$ cat src/rtl/tt_mux_ctrl.sv
// ---------------------------------------------------------------------------
// tt_mux_ctrl
//
// Project-select controller for the muxperiment array. Decides which wrapped
// TinyTapeout project is live, drives the one-hot wrapper enables, generates
// the gated project reset, and steers the live project's 24-bit output bus
// back to the shared pads. Every project switch walks through a fixed
// SWAP -> HOLD -> ACTIVE sequence so a project never starts from undefined
// state.
//
// Parameters:
//   NUM_PROJ  number of wrapped projects
//   IDX_W     width of the project index (2**IDX_W >= NUM_PROJ)
//   RST_HOLD  cycles the project reset stays low with the new project enabled
//
// Ports:
//   i_clk         single clock, shared with all wrappers
//   i_rst_n       asynchronous active-low reset
//   i_req_valid   select request valid
//   i_req_idx     requested project index
//   o_req_ready   controller can accept a request (ACTIVE only)
//   o_req_err     one-cycle pulse after accepting an out-of-range index
//   o_ena         one-hot wrapper enable
//   o_proj_rst_n  project reset, packed into each wrapper's iw[1]
//   o_cur_sel     index of the currently selected project
//   o_busy        high whenever the controller is not ACTIVE
//   i_ow_bus      concatenated wrapper outputs, project k at [24k+23:24k]
//   o_ow_out      output bus of the selected project (zero unless ACTIVE)
// ---------------------------------------------------------------------------
module tt_mux_ctrl #(
  parameter int NUM_PROJ = 16,
  parameter int IDX_W    = 4,
  parameter int RST_HOLD = 4
) (
  input  logic                     i_clk,
  input  logic                     i_rst_n,
  input  logic                     i_req_valid,
  input  logic [IDX_W-1:0]         i_req_idx,
  output logic                     o_req_ready,
  output logic                     o_req_err,
  output logic [NUM_PROJ-1:0]      o_ena,
  output logic                     o_proj_rst_n,
  output logic [IDX_W-1:0]         o_cur_sel,
  output logic                     o_busy,
  input  logic [NUM_PROJ*24-1:0]   i_ow_bus,
  output logic [23:0]              o_ow_out
);

  // A one-cycle hold still needs a one-bit counter.
  localparam int                CNT_W      = (RST_HOLD > 1) ? $clog2(RST_HOLD) : 1;
  localparam logic [CNT_W-1:0]  HOLD_INIT  = CNT_W'(RST_HOLD - 1);
  // One extra bit so NUM_PROJ itself is representable when IDX_W is tight.
  localparam logic [IDX_W:0]    NUM_PROJ_L = (IDX_W + 1)'(NUM_PROJ);

  typedef enum logic [1:0] {
    ST_SWAP,
    ST_HOLD,
    ST_ACTIVE
  } state_t;

  state_t            r_state;
  logic [IDX_W-1:0]  r_cur_sel;
  logic [IDX_W-1:0]  r_pending;
  logic [CNT_W-1:0]  r_cnt;
  logic              r_req_err;

  state_t            w_state_nxt;
  logic [IDX_W-1:0]  w_cur_sel_nxt;
  logic [IDX_W-1:0]  w_pending_nxt;
  logic [CNT_W-1:0]  w_cnt_nxt;
  logic              w_req_err_nxt;
  logic              w_idx_ok;
  logic [NUM_PROJ-1:0] w_onehot;
  logic [23:0]       w_slice;

  // Reset lands in HOLD with project 0 enabled, so project 0 sees a full
  // RST_HOLD-cycle reset window after rst_n is released.
  always_ff @(posedge i_clk or negedge i_rst_n) begin
    if (!i_rst_n) begin
      r_state   <= ST_HOLD;
      r_cur_sel <= '0;
      r_pending <= '0;
      r_cnt     <= HOLD_INIT;
      r_req_err <= 1'b0;
    end else begin
      r_state   <= w_state_nxt;
      r_cur_sel <= w_cur_sel_nxt;
      r_pending <= w_pending_nxt;
      r_cnt     <= w_cnt_nxt;
      r_req_err <= w_req_err_nxt;
    end
  end

  assign w_idx_ok = ({1'b0, i_req_idx} < NUM_PROJ_L);
  // cur_sel only ever holds in-range indices, so the shift never overflows.
  assign w_onehot = NUM_PROJ'(1) << r_cur_sel;

  // Next-state logic and state-decoded outputs. Outputs depend on r_state
  // and r_cur_sel only, never on the request inputs.
  always_comb begin
    w_state_nxt   = r_state;
    w_cur_sel_nxt = r_cur_sel;
    w_pending_nxt = r_pending;
    w_cnt_nxt     = r_cnt;
    w_req_err_nxt = 1'b0;
    o_ena         = '0;
    o_proj_rst_n  = 1'b0;
    o_req_ready   = 1'b0;
    o_busy        = 1'b1;

    case (r_state)
      ST_SWAP: begin
        // All enables low for exactly this one cycle.
        w_state_nxt   = ST_HOLD;
        w_cur_sel_nxt = r_pending;
        w_cnt_nxt     = HOLD_INIT;
      end
      ST_HOLD: begin
        o_ena = w_onehot;
        if (r_cnt == '0) begin
          w_state_nxt = ST_ACTIVE;
        end else begin
          w_cnt_nxt = r_cnt - 1'b1;
        end
      end
      ST_ACTIVE: begin
        o_ena        = w_onehot;
        o_proj_rst_n = 1'b1;
        o_req_ready  = 1'b1;
        o_busy       = 1'b0;
        if (i_req_valid) begin
          if (w_idx_ok) begin
            // Same index is allowed: it re-runs the reset sequence.
            w_pending_nxt = i_req_idx;
            w_state_nxt   = ST_SWAP;
          end else begin
            w_req_err_nxt = 1'b1;
          end
        end
      end
      default: begin
        w_state_nxt = ST_HOLD;
        w_cnt_nxt   = HOLD_INIT;
      end
    endcase
  end

  // Output steering: pick the selected project's 24-bit slice.
  always_comb begin
    w_slice = '0;
    for (int k = 0; k < NUM_PROJ; k++) begin
      if (r_cur_sel == IDX_W'(k)) begin
        w_slice = i_ow_bus[24*k +: 24];
      end
    end
  end

  assign o_ow_out  = (r_state == ST_ACTIVE) ? w_slice : 24'h0;
  assign o_cur_sel = r_cur_sel;
  assign o_req_err = r_req_err;

endmodule
$ cat config.mk
export PLATFORM = sky130hd
export DESIGN_NAME = tt_mux_ctrl
export DESIGN_NICKNAME = d
export VERILOG_FILES = /design/src/rtl/tt_mux_ctrl.sv
export SDC_FILE = /design/constraint.sdc
export NUM_CORES = 1
export LEC_CHECK = 0
export CELL_PAD_IN_SITES_DETAIL_PLACEMENT = 0
export CELL_PAD_IN_SITES_GLOBAL_PLACEMENT = 1
export CORE_AREA = 2 2 170 172
export CTS_BUF_LIST = sky130_fd_sc_hd__clkbuf_4
export DETAILED_ROUTE_END_ITERATION = 7
export DIE_AREA = 0 0 172 174
export PLACE_DENSITY_LB_ADDON = 0.1
export SLEW_MARGIN = 20
export SYNTH_ARGS = -nofsm -noshare
export SYNTH_HDL_FRONTEND = slang
export SYNTH_SLANG_ARGS = --single-unit
$ cat constraint.sdc
create_clock -name i_clk -period 2.5 [get_ports i_clk]
set_clock_uncertainty 0.15 [all_clocks]
set_input_delay 0.5 -clock i_clk [delete_from_list [all_inputs] [get_ports i_clk]]
set_output_delay 0.5 -clock i_clk [all_outputs]
set_load 0.03 [all_outputs]
# --- Word-level counts from Yosys, hierarchy flattened ---
# Cells that the tools add are included.
totals:
  register_bits: 12
  latchBits: 0
  mem_bits_rw: 0
  rom_bits: 0
  input_bits: 391
  output_inout_bits: 48
  word_cells: 59
  memories: 0
classes:
  add_sub_neg: 1
  mul: 0
  div: 0
  magnitude_cmp: 0
  eq_ne: 20
  shift: 1
  muxes: 25
  bitwise: 1
  n_reduce_logical: 7
op_table:
  columns: ["operator", "count"]
  rows:
  - ["2-to-1 mux 24 bit", 17]
  - ["== test 4 bit, second input constant", 8]
  - ["== test 4 x 3 -> 1 bit, second input constant", 4]
  - ["2-to-1 mux 16 bit", 1]
  - ["left shift 1 x 4 -> 16 bit, first input constant", 1]
  - ["== test 4 x 2 -> 1 bit, second input constant", 2]
  - ["one-hot mux 2 bit (2 select lines)", 2]
  - ["2-to-1 mux 2 bit", 3]
  - ["inequality test 2 bit, second input constant", 3]
  - ["AND reduction 2 bit", 3]
  - ["== test 4 x 1 -> 1 bit, second input constant", 1]
  - ["logical NOT 2 bit", 2]
  - ["logical NOT 4 bit", 1]
  - ["== test 2 x 1 -> 1 bit, second input constant", 1]
  - ["== test 2 bit, second input constant", 1]
  - ["2-to-1 mux 1 bit", 2]
  - ["OR reduction 2 bit", 1]
  - ["subtractor 2 x 1 -> 2 bit, second input constant", 1]
  - ["inverter 1 bit", 1]

# --- Depth between registers and ports, before layout ---
logic_depth:
  word_depth: 18
  depth_mapped: 9
  depth_no_buf: 7

# --- Worst setup path after synthesis ---
# No wires, ideal clock.
synth_timing:
  path_type: "reg2out"
  start: "register r_cur_sel[0] (netlist: o_cur_sel[0])"
  end: "output port o_ow_out[13]"
  arrival_ns: 2.246
  required_ns: 1.850
  setup_slack_ns: -0.396
  path_stages_with_launch: 8
  n_path_buf: 3
  cell_sequence: "dfrtp_1 > buf_6 > buf_6 > inv_1 > buf_2 > o32ai_1 > a221oi_1 > a221oi_1"
synth_via:
  elab_chain_cells: 18
  word_cells_on_any_way: 33
  cone_classes: "eq/ne: 15; mux: 17; reduce/logical: 1"
synth_lines:
  columns: ["element", "line", "rtl"]
  rows:
  - ["from (decl)", "62", "logic [IDX_W-1:0] r_cur_sel;"]
  - ["from (signal assigned)", "87", "r_cur_sel <= w_cur_sel_nxt;"]
  - ["logical NOT 4 bit", "152", "if (r_cur_sel == IDX_W'(k)) begin"]
  - ["2-to-1 mux 24 bit (15 in series)", "152", null]
  - ["2-to-1 mux 24 bit (*)", "152", null]
  - ["2-to-1 mux 24 bit (*)", "158", "assign o_ow_out = (r_state == ST_ACTIVE) ? w_slice : 24'h0;"]
  - ["to (decl)", "46", "output logic [23:0] o_ow_out"]
# Every way passes the cells marked *; elsewhere a longest branch is shown, timed or not.

# --- Worst setup path after layout ---
layout_timing:
  start: "register r_cur_sel[0] (netlist: o_cur_sel[0])"
  end: "output port o_ow_out[20]"
# The elaborated chain is that of the path after synthesis.

==> summary.md <==
| Metric | Value |
|---|---|
| Outcome | `complete, but fails checks` |
| Failing checks | `negative setup slack` |
| Max-cap viol count | `0` |
| Max Slew Vio Count | `0` |
| WP buf/inv | `3` |
| DRT Pass-1 Iters | `5` |
| Synth async-reset ratio | `100.0%` |
| Fillers | `2,867` |
| Crit end category | `primary output` |
| Via count | `7,912` |
| Port-buffer cells | `437` |
| Initial antenna violation count | `7` |
| Hold Crit Endpoint | `o_cur_sel[0]` |
| Synthesized area | `4663 µm²` |
| CTS Buffer Depth | `2` |
| Clock sinks | `12` |
| Vias in the first global route | `8,564` |
| Clk Tree Root Cell | `clkbuf_4` |
| Min Clock Period, post-route | `2.963 ns` |
| Worst Reg-to-Reg Cells | `8` |
| Count of flip-flops with a built-in enable after synthesis | `0` |
| CTS Hold Bufs | `0` |
| Most Frequent Cell on Critical Path | `buf_12` |
| Vias per cell | `4.778` |
| Die X | `172 µm` |
| Core Area | `28,240 µm²` |
| Number of routed nets with antenna violations | `0` |
| Crit-path max cell delay | `0.57 ns` |
| Critical path arrival | `2.31 ns` |
| Post-DR wirelength/cell | `22.49 µm` |
| Final Cell Area | `12,450 µm²` |
| Avg Inst Size Synth | `6.868 µm²` |
| CP max-delay cell | `dfrtp_4` |
| Hold Path Class | `reg -> reg` |
| Hold path cells | `2` |
| First-pass GRT wire length | `52,750 µm` |
| Num rows | `62` |
| Crit path required time | `1.85 ns` |
| Worst slack at placement | `-0.7921 ns` |
| Main synth FF type | `dfrtp_1` |
| DP Wirelength | `30,850 µm` |
| Initial core utilization | `16.51%` |
| Final Wtd Congestion | `0.8594` |
| CP Cell Sequence | `buf_6 > and2b_4 > buf_12 > a221oi_2 > a311o_1 > a211oi_4 > buf_12` |
| Ys Warns | `0` |
| Rel. slew slack | `58.24%` |
| Iteration-0 DRC count of the detailed router | `361` |
| Cells after Synth | `679` |
| DIE HEIGHT | `174 µm` |
| Num CTS Buffers | `3` |
| All-layer global routing usage | `23.60%` |
| Setup CP Type | `reg -> out` |
| Final worst slack | `-0.4626 ns` |
| Period utilization | `118.5%` |
| Setup violators final | `24` |
| RSZ-0062 raised after global routing | `true` |
| FF-to-FF End | `r_state[0]` |
| GRT overflow | `0` |
| Worst Hold Launch | `r_pending[0]` |
| Post-synth net total | `1,074` |
| Worst VDD drop | `0.3516 mV` |
| Final WL | `37,250 µm` |
| Total die area | `29,930 µm²` |
| Synth top area share | `8.801%` |
| CP Max Fanout | `7` |
| Crit start category | `register` |
| Area delta synth->final | `166.9%` |
| CTS tree | `done` |
| Slew @ Worst Pin | `0.6264 ns` |
| Lkg Pwr | `4.582 nW` |
| Register area share after synthesis | `6.520%` |
| H-tree depth | `1` |
| Post-synth cell types | `70` |
| Cell family with most CP delay | `compound AO/OA/AOI/OAI gates` |
| Clock transition at path regs | `0.08 ns` |
| IO Count | `439` |
| Number of nets in the layout | `1,661` |
| Final hold violations | `0` |
| Largest area contributor in the netlist | `a21oi_1` |
| Latest clock arrival within the worst-skew pair | `0.26 ns` |
| # DRC | `0` |
| #FFs+latches synth | `12` |
| R2R setup slack | `0.63 ns` |
| DP Area | `10,750 µm²` |
| Synth area leaders | `a21oi_1 8.8%, mux2i_1 6.4%, mux4_2 6.3%, nand2_1 5.2%, dfrtp_1 4.8%` |
| Fmax | `337.5 MHz` |
| Worst reg2reg startpoint | `r_state[0]` |
| Pin count of the biggest net entering global routing | `26` |
| PD cells | `771.1 nW/µm²` |
| Fraction of layout cells with a size suffix above 1 | `37.15%` |
cell usage after synthesis, types with 7 or more instances:
cell / number
a211oi_1: 14
a21oi_1: 82
a221oi_1: 12
a22oi_1: 16
a31oi_1: 20
a32oi_1: 8
and2_1: 8
and3_1: 7
buf_2: 32
buf_4: 14
buf_6: 7
clkbuf_1: 19
dfrtp_1: 9
inv_1: 23
mux2_2: 11
mux2i_1: 30
mux4_2: 13
nand2_1: 65
nand2b_1: 7
nor2_1: 42
nor2b_1: 14
nor3_1: 7
o211ai_1: 12
o21ai_0: 37
o21ai_1: 43
o22a_1: 7
o22ai_1: 23
where the power goes:
group          switching [mW]  internal (mW)
Clock                  0.0672         0.0577
Combinational            4.50           4.53
Sequential              0.135          0.312
flip-flops by register name, indices dropped and copies added (netlist names):
name,cells
r_pending,4
o_cur_sel,4
r_state,2
r_cnt,2
timing repair:
item,in CTS,in global routing
setup endpoints to repair,41,38
setup buffers,49,9
gates resized for setup,259,58
cloned,5,0
endpoints found under the hold margin,0,0
pin swaps,70,44
final cells by class:
class                           instances  area [µm²]  area share, %
Sequential cell                        12       316.6          2.543
Antenna cell                            7       17.52         0.1407
Timing Repair Buffer                  657        6609          53.10
Multi-Input combinational cell        568        4903          39.39
Clock buffer                            3       22.52         0.1809
Tap cell                              384       480.5          3.860
Inverter                               24       93.84         0.7539
Clock inverter                          1       3.754        0.03016
worst min-delay path, delay by kind of cell (launching register included):
| family | cells | cell delay [ns] |
|---|---|---|
| AOI/OAI and AO/OA | 1 | 0.06 |
| DFF | 1 | 0.35 |
| and+or+nand+nor | 1 | 0.05 |
routing by layer:
| metal | part of all wire [%] | routed length, µm | vias up | GRT usage [%] |
|---|---|---|---|---|
| li1 | - | - | 3793 | - |
| met1 | 40 | 14730 | 3743 | 27.07 |
| met2 | 51 | 18870 | 327 | 43.39 |
| met3 | 6.8 | 2534 | 49 | 4.417 |
| met4 | 3.0 | 1107 | 0 | 7.878 |
| met5 | 0 | 0 | - | 0 |
cell usage in the layout, fill, tap and decap left out, types with 7 or more instances in the layout:
cell type,n
o21ai_2,15
o22ai_1,18
a22oi_1,8
diode_2,7
buf_8,10
nor2b_1,12
clkdlybuf4s50_1,392
o21ai_1,39
o22a_1,7
o211ai_1,12
buf_6,62
mux2_2,11
mux4_2,13
a211oi_2,7
nor2_1,27
nor2_4,10
buf_4,164
a22oi_2,8
inv_1,21
o21ai_0,24
a221oi_2,7
a31oi_4,16
a21oi_2,29
a21oi_1,49
nand2_1,59
mux2i_1,28
buf_12,27
how the worst max path moves through the flow:
| stage | start | to | slack (ns) | depth (start not counted) |
|---|---|---|---|---|
| CTS | o_cur_sel[0] | o_ow_out[14] | -0.50 | 7 |
| floorplan | o_cur_sel[0] | o_ow_out[4] | 0.006 | 8 |
| finish | o_cur_sel[0] | o_ow_out[20] | -0.46 | 7 |
| global route | o_cur_sel[0] | o_ow_out[20] | -0.54 | 7 |
| detailed placement | i_ow_bus[354] | o_ow_out[18] | -0.79 | 7 |
| global placement | i_ow_bus[354] | o_ow_out[18] | -0.81 | 7 |
metrics by stage:
stage	power [mW]	util (%)	cells	setup TNS (ns)	hold slack, ns
after floorplan	4.202	-	679	0	0.05441
after global placement	7.491	38.08	1593	-10.29	0.3149
after detailed placement	7.475	38.08	1593	-10.21	0.3192
after CTS	9.359	43.22	1646	-10.57	0.3384
after global routing	10.22	44.08	1656	-11.31	0.3781
final	9.597	44.08	1656	-9.456	0.3367
kinds of logic (layout without fill, tap and decap cells):
group                    after synthesis  in the layout  share of synthesized area [%]
AND/OR/NAND/NOR                      180            180                          19.53
flip-flops                            12             12                          6.520
AO/OA/AOI/OAI                        323            323                          44.51
adder cells (fa/ha/maj)                4              4                          1.073
other                                  1              8                        0.08042
buffers and inverters                 99            685                          11.46
multiplexers                          60             60                          16.82
No activity file was read; power rests on OpenSTA's default activity.
